===== src/rtl/ysyx_23060251_pkg.sv =====
// ysyx_23060251_pkg: shared widths, IFU state encoding, NOP and reset-PC constants.
package ysyx_23060251_pkg;
  localparam int XLEN = 32;
  localparam int ILEN = 32;
  localparam logic [ILEN-1:0] NOP = 32'h0000_0013;
  localparam logic [XLEN-1:0] RESET_PC_DEFAULT = 32'h8000_0000;
  typedef enum logic [1:0] {S_REQ, S_RSP, S_OUT} ifu_state_e;
endpackage


===== src/rtl/ifu_pc_reg.sv =====
// ifu_pc_reg: fetch PC register; a redirect outranks the sequential +4 advance.
module ifu_pc_reg
  import ysyx_23060251_pkg::*;
#(
  parameter logic [XLEN-1:0] RESET_PC = RESET_PC_DEFAULT
) (
  input  logic            clk_i,
  input  logic            rst_i,
  input  logic            redirect_i,
  input  logic [XLEN-1:0] redirect_pc_i,
  input  logic            advance_i,
  output logic [XLEN-1:0] pc_o
);
  logic [XLEN-1:0] pc_q, pc_d;
  always_comb pc_d = redirect_i ? redirect_pc_i : advance_i ? pc_q + XLEN'(4) : pc_q;
  always_ff @(posedge clk_i or negedge rst_i)
    if (!rst_i) pc_q <= RESET_PC;
    else pc_q <= pc_d;
  assign pc_o = pc_q;
endmodule


===== src/rtl/ifu.sv =====
// ifu: single-outstanding instruction fetch FSM (request, response, present) with redirect handling.
module ifu
  import ysyx_23060251_pkg::*;
#(
  parameter logic [XLEN-1:0] RESET_PC = RESET_PC_DEFAULT
) (
  input  logic            clk_i,
  input  logic            rst_i,
  output logic [XLEN-1:0] araddr_o,
  output logic            arvalid_o,
  input  logic            arready_i,
  input  logic [ILEN-1:0] rdata_i,
  input  logic            rvalid_i,
  output logic            rready_o,
  input  logic            redirect_valid_i,
  input  logic [XLEN-1:0] redirect_pc_i,
  output logic [ILEN-1:0] inst_o,
  output logic [XLEN-1:0] pc_o,
  output logic            inst_valid_o,
  input  logic            inst_ready_i
);
  ifu_state_e      state_q, state_d;
  logic            drop_q, drop_d, run_q, load_out;
  logic [ILEN-1:0] inst_q;
  logic [XLEN-1:0] pc_out_q, pc;
  ifu_pc_reg #(.RESET_PC(RESET_PC)) u_pc (
    .clk_i        (clk_i),
    .rst_i        (rst_i),
    .redirect_i   (redirect_valid_i),
    .redirect_pc_i(redirect_pc_i),
    .advance_i    (state_q == S_OUT && inst_ready_i),
    .pc_o         (pc)
  );
  // run_q holds off the first request until one edge after reset release
  assign arvalid_o    = run_q && state_q == S_REQ;
  assign rready_o     = state_q == S_RSP;
  assign inst_valid_o = state_q == S_OUT;
  assign araddr_o     = pc;
  assign inst_o       = inst_q;
  assign pc_o         = pc_out_q;
  always_comb begin
    state_d  = state_q;
    drop_d   = drop_q;
    load_out = 1'b0;
    case (state_q)
      S_REQ:
        if (arvalid_o && arready_i) begin
          state_d = S_RSP;
          drop_d  = redirect_valid_i;
        end
      S_RSP:
        if (redirect_valid_i) begin
          state_d = rvalid_i ? S_REQ : S_RSP;
          drop_d  = !rvalid_i;
        end else if (rvalid_i) begin
          state_d  = drop_q ? S_REQ : S_OUT;
          load_out = !drop_q;
          drop_d   = 1'b0;
        end
      S_OUT: state_d = (redirect_valid_i || inst_ready_i) ? S_REQ : S_OUT;
      default: state_d = S_REQ;
    endcase
  end
  always_ff @(posedge clk_i or negedge rst_i)
    if (!rst_i) begin
      state_q  <= S_REQ;
      drop_q   <= 1'b0;
      run_q    <= 1'b0;
      inst_q   <= NOP;
      pc_out_q <= '0;
    end else begin
      state_q <= state_d;
      drop_q  <= drop_d;
      run_q   <= 1'b1;
      if (load_out) begin
        inst_q   <= rdata_i;
        pc_out_q <= pc;
      end
    end
endmodule


===== config.mk =====
export PLATFORM = sky130hd
export DESIGN_NAME = ifu
export DESIGN_NICKNAME = d
export VERILOG_FILES = /design/src/rtl/ysyx_23060251_pkg.sv /design/src/rtl/ifu_pc_reg.sv /design/src/rtl/ifu.sv
export SDC_FILE = /design/constraint.sdc
export NUM_CORES = 1
export LEC_CHECK = 0
export CAP_MARGIN = 25
export CORE_UTILIZATION = 45
export DETAILED_ROUTE_END_ITERATION = 8
export PLACE_DENSITY = 0.9
export SLEW_MARGIN = 20
export SYNTH_ARGS = -nofsm -noshare
export SYNTH_HDL_FRONTEND = slang
export SYNTH_HIERARCHICAL = 1
export SYNTH_SLANG_ARGS = --single-unit

===== constraint.sdc =====
create_clock -name clk_i -period 2.95 [get_ports clk_i]
set_input_delay 0.885 -clock clk_i [delete_from_list [all_inputs] [get_ports clk_i]]
set_output_delay 0.885 -clock clk_i [all_outputs]
set_load 0.05 [all_outputs]

==> results of run 1 <==
metal layers:
metal,vias to the layer above,track usage [%]
li1,1655,-
met1,1828,29.4
met2,143,38.9
met3,13,4.95
met4,0,6.43
met5,-,0
cells by family after synthesis:
group	count (synthesis)	share of synthesized area (%)
buf+inv	24	3.24
xor+xnor	15	2.81
mux	67	20.9
compound gates	51	6.87
simple gates	100	12.2
fa+ha+maj	1	0.267
flops	100	53.6
other cells	1	0.0802
layout make-up:
type / count / area, sq um
inverters: 6 / 22.5
well taps: 133 / 166
multi-input cells: 235 / 2020
clock inverters: 4 / 70.1
clock buffers: 12 / 165
flip-flops and latches: 100 / 2510
repair buffers: 181 / 1800
fillers: 712 / 3150
Yosys cell counts, types with 2 or more instances:
cell type	instances	area share [%]
nand2b_1	2	0.27
nand3_1	9	0.96
clkbuf_1	9	0.72
o21ai_0	17	1.8
dfrtp_1	96	51
xor2_1	6	1.1
mux2_4	60	19
nor2_1	16	1.3
dfstp_2	4	2.2
mux2_2	6	1.4
nand4_2	2	0.53
a31oi_1	14	1.9
nor2b_1	2	0.27
and2_1	2	0.27
or3_1	2	0.27
or4_1	12	1.9
nand2_1	26	2.1
o31a_1	2	0.37
o31ai_1	12	1.9
nand4_1	7	0.94
nor3_1	4	0.43
and4_1	6	1.1
a21oi_1	3	0.32
buf_6	8	1.9
nor4_1	4	0.53
xnor2_1	9	1.7
inv_1	5	0.40
critical path, cell delays in order (launching register included):
cell,delay (ns)
dfrtp_1,0.46
and2b_4,0.32
clkdlybuf4s50_1,0.81
report_power, final:
group          leakage [nW]  switching [mW]  internal (mW)  total [mW]
clock network         0.122           0.458          0.545        1.00
registers              1.19           0.350           1.88        2.23
logic                  1.61            2.24           1.50        3.75
total                  2.93            3.05           3.92        6.97
registers in the layout, summed over array words and instances, names as in the netlist:
| register | cells |
|---|---|
| drop_q | 1 |
| pc_o | 32 |
| inst_o | 32 |
| run_q | 1 |
| state_q | 2 |
| u_pc/pc_o | 32 |
final timing paths:
kind	from	endpoint	slack, ns	cells after the start
max in group asynchronous	rst_i	inst_o[0]	1.79	2
worst min-delay path	rst_i	pc_o[21]	0.46	1
worst max register to register	state_q[1]	u_pc/pc_o[21]	0.51	6
worst max-delay path	state_q[1]	rready_o	0.12	2
worst min register to register	inst_o[5]	inst_o[5]	0.52	1
min in group clk_i	inst_o[5]	inst_o[5]	0.52	1
==> run_summary.xml, run 1 <==
<?xml version="1.0" encoding="UTF-8"?>
<metrics>
  <group name="synth">
    <metric name="yosys_warnings" unit="">6</metric>
    <metric name="syn_area" unit="sq um">4680</metric>
    <metric name="synth_flop_cell" unit="">dfrtp_1</metric>
    <metric name="yosys.cell_types.count" unit="">41</metric>
    <metric name="synth_nets" unit="">430</metric>
    <metric name="synth.ff_latch_count" unit="">100</metric>
    <metric name="postSynth.asyncResetShare" unit="%">100</metric>
    <metric name="syn-mean-instance-area" unit="sq um">13.0</metric>
    <metric name="post_synth_inst_count" unit="">359</metric>
    <metric name="synth-edff-count" unit="">0</metric>
    <metric name="synth.yosys.seq_area_share" unit="%">53.6</metric>
  </group>
  <group name="die">
    <metric name="floorplan.rows" unit="">36</metric>
    <metric name="floorplan.die.height" unit="um">104</metric>
    <metric name="fp.dieArea" unit="sq um">10800</metric>
    <metric name="top_level_ports" unit="">169</metric>
    <metric name="fp.coreArea" unit="sq um">9910</metric>
    <metric name="die_w" unit="um">104</metric>
    <metric name="initial_utilization" unit="%">47.2</metric>
  </group>
  <group name="finish">
    <metric name="most_frequent_cells_in_the_layout" unit="">clkdlybuf4s50_1, dfrtp_1, mux2_4</metric>
    <metric name="final_core_util" unit="%">68.2</metric>
    <metric name="finish.net_count" unit="">604</metric>
    <metric name="fin_area" unit="sq um">6760</metric>
    <metric name="final_cells" unit="">671</metric>
    <metric name="final_common_cell" unit="">clkdlybuf4s50_1</metric>
    <metric name="drive_above_1_share" unit="%">19.9</metric>
    <metric name="antenna_diode_count" unit="">0</metric>
    <metric name="flow.area_growth_from_synthesis" unit="%">44.4</metric>
  </group>
  <group name="timing">
    <metric name="finalSetupTns" unit="ns">0</metric>
    <metric name="final_setup_vio_count" unit="">0</metric>
    <metric name="slew_headroom" unit="%">56.9</metric>
    <metric name="report.final.hold_viol_count" unit="">0</metric>
    <metric name="final.setup_skew" unit="ns">0.00414</metric>
    <metric name="timing.final.crit_share" unit="%">95.9</metric>
    <metric name="rsz0062_at_grt" unit="">no</metric>
    <metric name="fin_hold_ws" unit="ns">0.456</metric>
    <metric name="fmaxAchievable" unit="GHz">0.354</metric>
    <metric name="worst_pin_slew" unit="ns">0.645</metric>
    <metric name="layout_setup_ws" unit="ns">0.121</metric>
    <metric name="post-route-min-period" unit="ns">2.83</metric>
    <metric name="finalMaxSlewViolations" unit="">0</metric>
  </group>
  <group name="global_route">
    <metric name="grt-ovfl-total" unit="">0</metric>
    <metric name="global_route_wire_length_before_repair" unit="um">19500</metric>
    <metric name="vias_in_the_first_global_route" unit="">3746</metric>
    <metric name="grt_max_degree" unit="">50</metric>
    <metric name="groute.usage.overall" unit="%">22.8</metric>
    <metric name="grt_antenna_before_repair" unit="">0</metric>
  </group>
  <group name="clock_network">
    <metric name="postCtsSetupRepairBufs" unit="">0</metric>
    <metric name="cts.repair.resized" unit="">0</metric>
    <metric name="h-tree-depth" unit="">3</metric>
    <metric name="clk_latency" unit="ns">0.35</metric>
    <metric name="cts_sinks" unit="">100</metric>
    <metric name="cts_inserted_buffers" unit="">9</metric>
    <metric name="cts_root_buf" unit="">clkbuf_8</metric>
    <metric name="tritoncts_clock_tree" unit="">built</metric>
    <metric name="clkSlewWorstSetupHoldPaths" unit="ns">0.09</metric>
    <metric name="cts-root-to-sink-buffers" unit="">2</metric>
    <metric name="hold_buffers" unit="">0</metric>
  </group>
  <group name="drt">
    <metric name="top_routing_layer_in_use" unit="">met4</metric>
    <metric name="wl_met1" unit="um">4960</metric>
    <metric name="route.final.wire_length" unit="um">12100</metric>
    <metric name="drc_errors" unit="">0</metric>
    <metric name="routed-via-count" unit="">3639</metric>
    <metric name="detailedRoute.firstIterationViolations" unit="">155</metric>
    <metric name="routedWlPerCell" unit="um">18.0</metric>
    <metric name="antenna_violating_nets_post_route" unit="">0</metric>
    <metric name="metal3_wl" unit="um">725</metric>
    <metric name="post_drt_via_cell_ratio" unit="">5.42</metric>
    <metric name="dr_wl_met2" unit="um">6220</metric>
    <metric name="first_pass_iters" unit="">5</metric>
  </group>
  <group name="setup_path">
    <metric name="timing.critical_path.to_type" unit="">output port</metric>
    <metric name="cp_max_fo" unit="">7</metric>
    <metric name="critPathRequiredTime" unit="ns">2.07</metric>
    <metric name="arrival" unit="ns">1.94</metric>
    <metric name="worst-setup-path-type" unit="">reg2out</metric>
    <metric name="setup.worst_path.start_class" unit="">flop</metric>
  </group>
  <group name="place">
    <metric name="place_area" unit="sq um">6520</metric>
    <metric name="buffer_ports.inserted" unit="">168</metric>
    <metric name="pre_cts_slack" unit="ns">-0.161</metric>
    <metric name="dp_hpwl" unit="um">8790</metric>
    <metric name="gp_congestion" unit="">0.782</metric>
    <metric name="place.detailed.instances" unit="">655</metric>
  </group>
  <group name="pwr">
    <metric name="finalPower" unit="mW">6.97</metric>
    <metric name="cellLeakagePower" unit="nW">2.93</metric>
    <metric name="power.ir.vdd_worst" unit="mV">0.552</metric>
    <metric name="power.density" unit="nW/um^2">1030</metric>
  </group>
  <group name="run">
    <metric name="max_cap_viol_count" unit="">0</metric>
  </group>
  <group name="run_status">
    <metric name="outcome" unit="">finished, final reports clean</metric>
  </group>
  <group name="worst_hold_path">
    <metric name="hp-class" unit="">in2async</metric>
  </group>
</metrics>
Power figures use the tool's default switching activity.
==> run 2: changes to the inputs <==
--- a/config.mk
+++ b/config.mk
@@ -6,9 +6,9 @@
 export NUM_CORES = 1
 export LEC_CHECK = 0
 export CAP_MARGIN = 25
-export CORE_UTILIZATION = 45
+export CORE_UTILIZATION = 48
 export DETAILED_ROUTE_END_ITERATION = 8
-export PLACE_DENSITY = 0.9
+export PLACE_DENSITY = 0.85
 export SLEW_MARGIN = 20
 export SYNTH_ARGS = -nofsm -noshare
 export SYNTH_HDL_FRONTEND = slang
==> constraint.sdc (replaced) <==
create_clock -name clk_i -period 3.7 [get_ports clk_i]
set_input_delay 1.11 -clock clk_i [delete_from_list [all_inputs] [get_ports clk_i]]
set_output_delay 1.11 -clock clk_i [all_outputs]
set_load 0.05 [all_outputs]
==> run_summary.xml, run 2 (synthesis results as in run 1) <==
<?xml version="1.0" encoding="UTF-8"?>
<metrics>
  <group name="run_status">
    <metric name="outcome" unit="">finished, final reports clean</metric>
  </group>
  <group name="place">
    <metric name="gp_congestion" unit="">0.795</metric>
    <metric name="pre_cts_slack" unit="ns">0.345</metric>
    <metric name="dp_hpwl" unit="um">8150</metric>
    <metric name="buffer_ports.inserted" unit="">168</metric>
  </group>
  <group name="timing">
    <metric name="slew_headroom" unit="%">54.8</metric>
    <metric name="timing.final.crit_share" unit="%">82.2</metric>
    <metric name="finalMaxSlewViolations" unit="">0</metric>
    <metric name="fmaxAchievable" unit="GHz">0.329</metric>
    <metric name="final.setup_skew" unit="ns">0.0110</metric>
    <metric name="finalSetupTns" unit="ns">0</metric>
    <metric name="layout_setup_ws" unit="ns">0.658</metric>
    <metric name="post-route-min-period" unit="ns">3.04</metric>
    <metric name="worst_pin_slew" unit="ns">0.677</metric>
    <metric name="rsz0062_at_grt" unit="">no</metric>
    <metric name="report.final.hold_viol_count" unit="">0</metric>
    <metric name="final_setup_vio_count" unit="">0</metric>
  </group>
  <group name="finish">
    <metric name="most_frequent_cells_in_the_layout" unit="">clkdlybuf4s50_1, dfrtp_1, mux2_4</metric>
    <metric name="flow.area_growth_from_synthesis" unit="%">43.2</metric>
    <metric name="finish.net_count" unit="">598</metric>
    <metric name="antenna_diode_count" unit="">0</metric>
    <metric name="drive_above_1_share" unit="%">18.4</metric>
    <metric name="final_core_util" unit="%">71.8</metric>
    <metric name="final_common_cell" unit="">clkdlybuf4s50_1</metric>
  </group>
  <group name="setup_path">
    <metric name="setup.worst_path.start_class" unit="">flop</metric>
    <metric name="cp_max_fo" unit="">7</metric>
    <metric name="arrival" unit="ns">1.93</metric>
    <metric name="critPathRequiredTime" unit="ns">2.59</metric>
    <metric name="timing.critical_path.to_type" unit="">output port</metric>
    <metric name="rr_worst_depth" unit="">6</metric>
    <metric name="worst-setup-path-type" unit="">reg2out</metric>
  </group>
  <group name="clock_network">
    <metric name="cts_root_buf" unit="">clkbuf_8</metric>
    <metric name="tritoncts_clock_tree" unit="">built</metric>
    <metric name="cts.repair.resized" unit="">0</metric>
    <metric name="postCtsSetupRepairBufs" unit="">0</metric>
    <metric name="cts_sinks" unit="">100</metric>
    <metric name="clk_latency" unit="ns">0.36</metric>
    <metric name="clkSlewWorstSetupHoldPaths" unit="ns">0.09</metric>
    <metric name="cts-root-to-sink-buffers" unit="">2</metric>
    <metric name="hold_buffers" unit="">0</metric>
    <metric name="h-tree-depth" unit="">3</metric>
    <metric name="cts_inserted_buffers" unit="">9</metric>
  </group>
  <group name="global_route">
    <metric name="groute.usage.overall" unit="%">23.0</metric>
    <metric name="global_route_wire_length_before_repair" unit="um">18100</metric>
    <metric name="grt_antenna_before_repair" unit="">0</metric>
    <metric name="vias_in_the_first_global_route" unit="">3596</metric>
    <metric name="grt_max_degree" unit="">55</metric>
    <metric name="grt-ovfl-total" unit="">0</metric>
  </group>
  <group name="die">
    <metric name="fp.dieArea" unit="sq um">10100</metric>
    <metric name="floorplan.die.height" unit="um">101</metric>
    <metric name="top_level_ports" unit="">169</metric>
    <metric name="floorplan.rows" unit="">35</metric>
    <metric name="die_w" unit="um">101</metric>
    <metric name="initial_utilization" unit="%">50.2</metric>
    <metric name="fp.coreArea" unit="sq um">9330</metric>
  </group>
  <group name="pwr">
    <metric name="power.ir.vdd_worst" unit="mV">0.452</metric>
    <metric name="cellLeakagePower" unit="nW">2.90</metric>
    <metric name="power.density" unit="nW/um^2">821</metric>
    <metric name="finalPower" unit="mW">5.50</metric>
  </group>
  <group name="drt">
    <metric name="routedWlPerCell" unit="um">17.2</metric>
    <metric name="post_drt_via_cell_ratio" unit="">5.32</metric>
    <metric name="antenna_violating_nets_post_route" unit="">0</metric>
    <metric name="first_pass_iters" unit="">4</metric>
    <metric name="route.final.wire_length" unit="um">11300</metric>
    <metric name="drc_errors" unit="">0</metric>
    <metric name="routed-via-count" unit="">3516</metric>
    <metric name="detailedRoute.firstIterationViolations" unit="">121</metric>
  </group>
  <group name="run">
    <metric name="max_cap_viol_count" unit="">0</metric>
  </group>
  <group name="worst_hold_path">
    <metric name="whs_path_depth" unit="">1</metric>
    <metric name="hp-class" unit="">reg2reg</metric>
  </group>
</metrics>
## run 2: final cells by class
type / instances / area [sq um]
clock inverters: 4 / 73.8
well taps: 129 / 161
clock buffers: 12 / 145
multi-input cells: 235 / 2020
flip-flops and latches: 100 / 2510
fillers: 662 / 2630
inverters: 6 / 22.5
repair buffers: 175 / 1770
## run 2: where the power goes
part	internal, mW	switching [mW]
Sequential	1.49	0.266
Clock	0.401	0.360
Combinational	1.20	1.78
Total	3.09	2.40
## run 2: metrics by stage
stage                     instance area, sq um  instances  hold slack (ns)
final                                     6700        661            0.515
after global routing                      6700        661            0.527
after CTS                                 6700        661            0.517
after detailed placement                  6480        645            0.493
after global placement                    6480        645            0.488
after floorplan                           4680        359            0.483
## run 2: worst max-delay path, stage by stage (launching register included)
cell	delay [ns]
dfrtp_1	0.46
and2b_4	0.32
clkdlybuf4s50_1	0.81
## run 2: per-layer routing
layer  wire [um]  part of all wire, %  track usage [%]
met5           0                    0                0
met4         109                 0.96             5.13
met3         806                  7.1             5.69
met2        5690                   50             38.9
met1        4750                   42             29.9
## run 2: path summary, 6_finish.rpt
check | from | end | slack [ns]
min reg2reg | inst_o[28] | inst_o[28] | 0.51
max in group asynchronous | rst_i | u_pc/pc_o[31] | 2.19
min | inst_o[28] | inst_o[28] | 0.51
max reg2reg | state_q[1] | u_pc/pc_o[24] | 1.18
min in group asynchronous | rst_i | pc_o[23] | 0.75
max | state_q[1] | rready_o | 0.66
==> run 3: changes to the inputs <==
--- a/config.mk
+++ b/config.mk
@@ -6,9 +6,9 @@
 export NUM_CORES = 1
 export LEC_CHECK = 0
 export CAP_MARGIN = 25
-export CORE_UTILIZATION = 48
+export CORE_UTILIZATION = 45
 export DETAILED_ROUTE_END_ITERATION = 8
-export PLACE_DENSITY = 0.85
+export PLACE_DENSITY = 0.81
 export SLEW_MARGIN = 20
 export SYNTH_ARGS = -nofsm -noshare
 export SYNTH_HDL_FRONTEND = slang
==> constraint.sdc (replaced) <==
create_clock -name clk_i -period 2.9 [get_ports clk_i]
set_input_delay 0.87 -clock clk_i [delete_from_list [all_inputs] [get_ports clk_i]]
set_output_delay 0.87 -clock clk_i [all_outputs]
set_load 0.05 [all_outputs]
==> run_summary.xml, run 3 (synthesis results as in run 1) <==
<?xml version="1.0" encoding="UTF-8"?>
<metrics>
  <group name="die">
    <metric name="initial_utilization" unit="%">47.2</metric>
    <metric name="top_level_ports" unit="">169</metric>
    <metric name="fp.dieArea" unit="sq um">10800</metric>
    <metric name="floorplan.die.height" unit="um">104</metric>
    <metric name="fp.coreArea" unit="sq um">9910</metric>
    <metric name="floorplan.rows" unit="">36</metric>
    <metric name="die_w" unit="um">104</metric>
  </group>
  <group name="global_route">
    <metric name="grt-ovfl-total" unit="">0</metric>
    <metric name="groute.usage.overall" unit="%">22.6</metric>
    <metric name="global_route_wire_length_before_repair" unit="um">19300</metric>
    <metric name="vias_in_the_first_global_route" unit="">3608</metric>
    <metric name="grt_antenna_before_repair" unit="">0</metric>
    <metric name="grt_max_degree" unit="">48</metric>
  </group>
  <group name="setup_path">
    <metric name="worstPathCellList" unit="">and2b_4, clkdlybuf4s50_1</metric>
    <metric name="rrSetupSlack" unit="ns">0.47</metric>
    <metric name="worst-setup-path-type" unit="">reg2out</metric>
    <metric name="critPathRequiredTime" unit="ns">2.03</metric>
    <metric name="setup.worst_path.start_class" unit="">flop</metric>
    <metric name="timing.rr.start" unit="">state_q[1]</metric>
    <metric name="timing.critical_path.to_type" unit="">output port</metric>
    <metric name="launch_point_of_the_critical_path" unit="">state_q[1]</metric>
    <metric name="reg2reg_to" unit="">u_pc/pc_o[22]</metric>
    <metric name="rr_worst_depth" unit="">6</metric>
    <metric name="critical_path.max_stage_delay" unit="ns">0.82</metric>
    <metric name="worst_path_max_delay_cell" unit="">clkdlybuf4s50_1</metric>
    <metric name="cp_max_fo" unit="">7</metric>
    <metric name="arrival" unit="ns">1.95</metric>
  </group>
  <group name="pwr">
    <metric name="power.ir.vdd_worst" unit="mV">0.641</metric>
    <metric name="p_sw" unit="mW">3.10</metric>
    <metric name="p_int" unit="mW">3.88</metric>
    <metric name="cellLeakagePower" unit="nW">2.93</metric>
    <metric name="power.density" unit="nW/um^2">1030</metric>
    <metric name="power.combinational.fraction" unit="%">54.5</metric>
    <metric name="seq_power_share" unit="%">32.1</metric>
    <metric name="power_frac_clock" unit="%">13.4</metric>
    <metric name="switching_share" unit="%">44.4</metric>
  </group>
  <group name="timing">
    <metric name="final.setup_skew" unit="ns">0.0127</metric>
    <metric name="rsz0062_at_grt" unit="">no</metric>
    <metric name="finalMaxSlewViolations" unit="">0</metric>
    <metric name="report.final.hold_viol_count" unit="">0</metric>
    <metric name="finalSetupTns" unit="ns">0</metric>
    <metric name="final_setup_vio_count" unit="">0</metric>
    <metric name="post-route-min-period" unit="ns">2.82</metric>
    <metric name="fin_hold_ws" unit="ns">0.517</metric>
    <metric name="layout_setup_ws" unit="ns">0.0768</metric>
    <metric name="timing.final.crit_share" unit="%">97.4</metric>
    <metric name="worst_pin_slew" unit="ns">0.674</metric>
    <metric name="fmaxAchievable" unit="GHz">0.354</metric>
    <metric name="slew_headroom" unit="%">55.0</metric>
  </group>
  <group name="finish">
    <metric name="final_common_cell" unit="">clkdlybuf4s50_1</metric>
    <metric name="antenna_diode_count" unit="">0</metric>
    <metric name="num-fill-cells" unit="">717</metric>
    <metric name="drive_above_1_share" unit="%">20.6</metric>
    <metric name="final_core_util" unit="%">68.2</metric>
    <metric name="finish.net_count" unit="">609</metric>
    <metric name="most_frequent_cells_in_the_layout" unit="">clkdlybuf4s50_1, dfrtp_1, mux2_4</metric>
    <metric name="flow.area_growth_from_synthesis" unit="%">44.5</metric>
    <metric name="final_cells" unit="">676</metric>
  </group>
  <group name="place">
    <metric name="buffer_ports.inserted" unit="">168</metric>
    <metric name="dp_hpwl" unit="um">8400</metric>
    <metric name="pre_cts_slack" unit="ns">-0.173</metric>
    <metric name="place.detailed.instances" unit="">660</metric>
    <metric name="gp_congestion" unit="">0.788</metric>
  </group>
  <group name="drt">
    <metric name="post_drt_via_cell_ratio" unit="">5.25</metric>
    <metric name="antenna_violating_nets_post_route" unit="">0</metric>
    <metric name="route.final.wire_length" unit="um">11600</metric>
    <metric name="routed-via-count" unit="">3551</metric>
    <metric name="first_pass_iters" unit="">4</metric>
    <metric name="routedWlPerCell" unit="um">17.2</metric>
    <metric name="detailedRoute.firstIterationViolations" unit="">156</metric>
    <metric name="drc_errors" unit="">0</metric>
  </group>
  <group name="clock_network">
    <metric name="h-tree-depth" unit="">3</metric>
    <metric name="hold_buffers" unit="">0</metric>
    <metric name="cts_root_buf" unit="">clkbuf_8</metric>
    <metric name="cts_sinks" unit="">100</metric>
    <metric name="cts_inserted_buffers" unit="">9</metric>
    <metric name="clkSlewWorstSetupHoldPaths" unit="ns">0.09</metric>
    <metric name="tritoncts_clock_tree" unit="">built</metric>
    <metric name="clk_latency" unit="ns">0.37</metric>
    <metric name="cts-root-to-sink-buffers" unit="">2</metric>
  </group>
  <group name="run_status">
    <metric name="outcome" unit="">finished, final reports clean</metric>
  </group>
  <group name="run">
    <metric name="max_cap_viol_count" unit="">0</metric>
  </group>
  <group name="worst_hold_path">
    <metric name="hp-class" unit="">in2async</metric>
  </group>
</metrics>
-- run 3: cell count changes in the layout (fill, tap and decap cells not counted), moves of 2 or more --
cell and delta:
clkbuf_1 -2, buf_4 +13, clkinvlp_4 +4, buf_12 -2
-- run 3: what timing repair did --
| action | 4_1_cts | 5_1_grt |
|---|---|---|
| setup endpoints to repair | 0 | 1 |
| setup buffers | 0 | 0 |
| resized for setup | 0 | 1 |
-- run 3: layer usage --
layer | share of wire, % | track usage, %
met5 | 0 | 0
met4 | 1.8 | 8.67
met3 | 4.8 | 4.39
met2 | 49 | 36.6
met1 | 45 | 30.1
-- run 3: how the worst max path moves through the flow --
stage,slack [ns],depth (start not counted),endpoint
after global placement,-0.13,6,u_pc/pc_o[29]
after global routing,0.02,2,rready_o
final,0.08,2,rready_o
after CTS,0.06,2,rready_o
after floorplan,0.08,8,u_pc/pc_o[29]
after detailed placement,-0.17,6,u_pc/pc_o[29]
-- run 3: layout make-up --
cell class | count | area [sq um] | area share [%]
sequential | 100 | 2510 | 37.1
clock buffer | 11 | 151 | 2.24
multi-input combinational | 235 | 2020 | 29.9
clock inverter | 5 | 60.1 | 0.889
timing repair buffer | 186 | 1830 | 27.1
inverter | 6 | 22.5 | 0.333
tap | 133 | 166 | 2.46
-- run 3: power groups by stage --
stage               combinational [mW]  clock (mW)  sequential (mW)
detailed placement                3.82           0             2.27
floorplan                        0.796           0             3.98
global placement                  3.78           0             2.23
CTS                               3.83       0.960             2.25
global route                      3.93        1.02             2.32
finish                            3.81       0.937             2.24
-- run 3: per-stage QoR --
stage,instance area (sq um),power (mW)
after detailed placement,6550,6.09
after global placement,6550,6.02
after global routing,6760,7.27
after floorplan,4680,4.77
after CTS,6760,7.04
final,6760,6.99
-- run 3: critical path, delay by kind of cell (launching register included) --
family        cells  cell delay (ns)
buf+inv           1             0.82
flops             1             0.45
simple gates      1             0.31
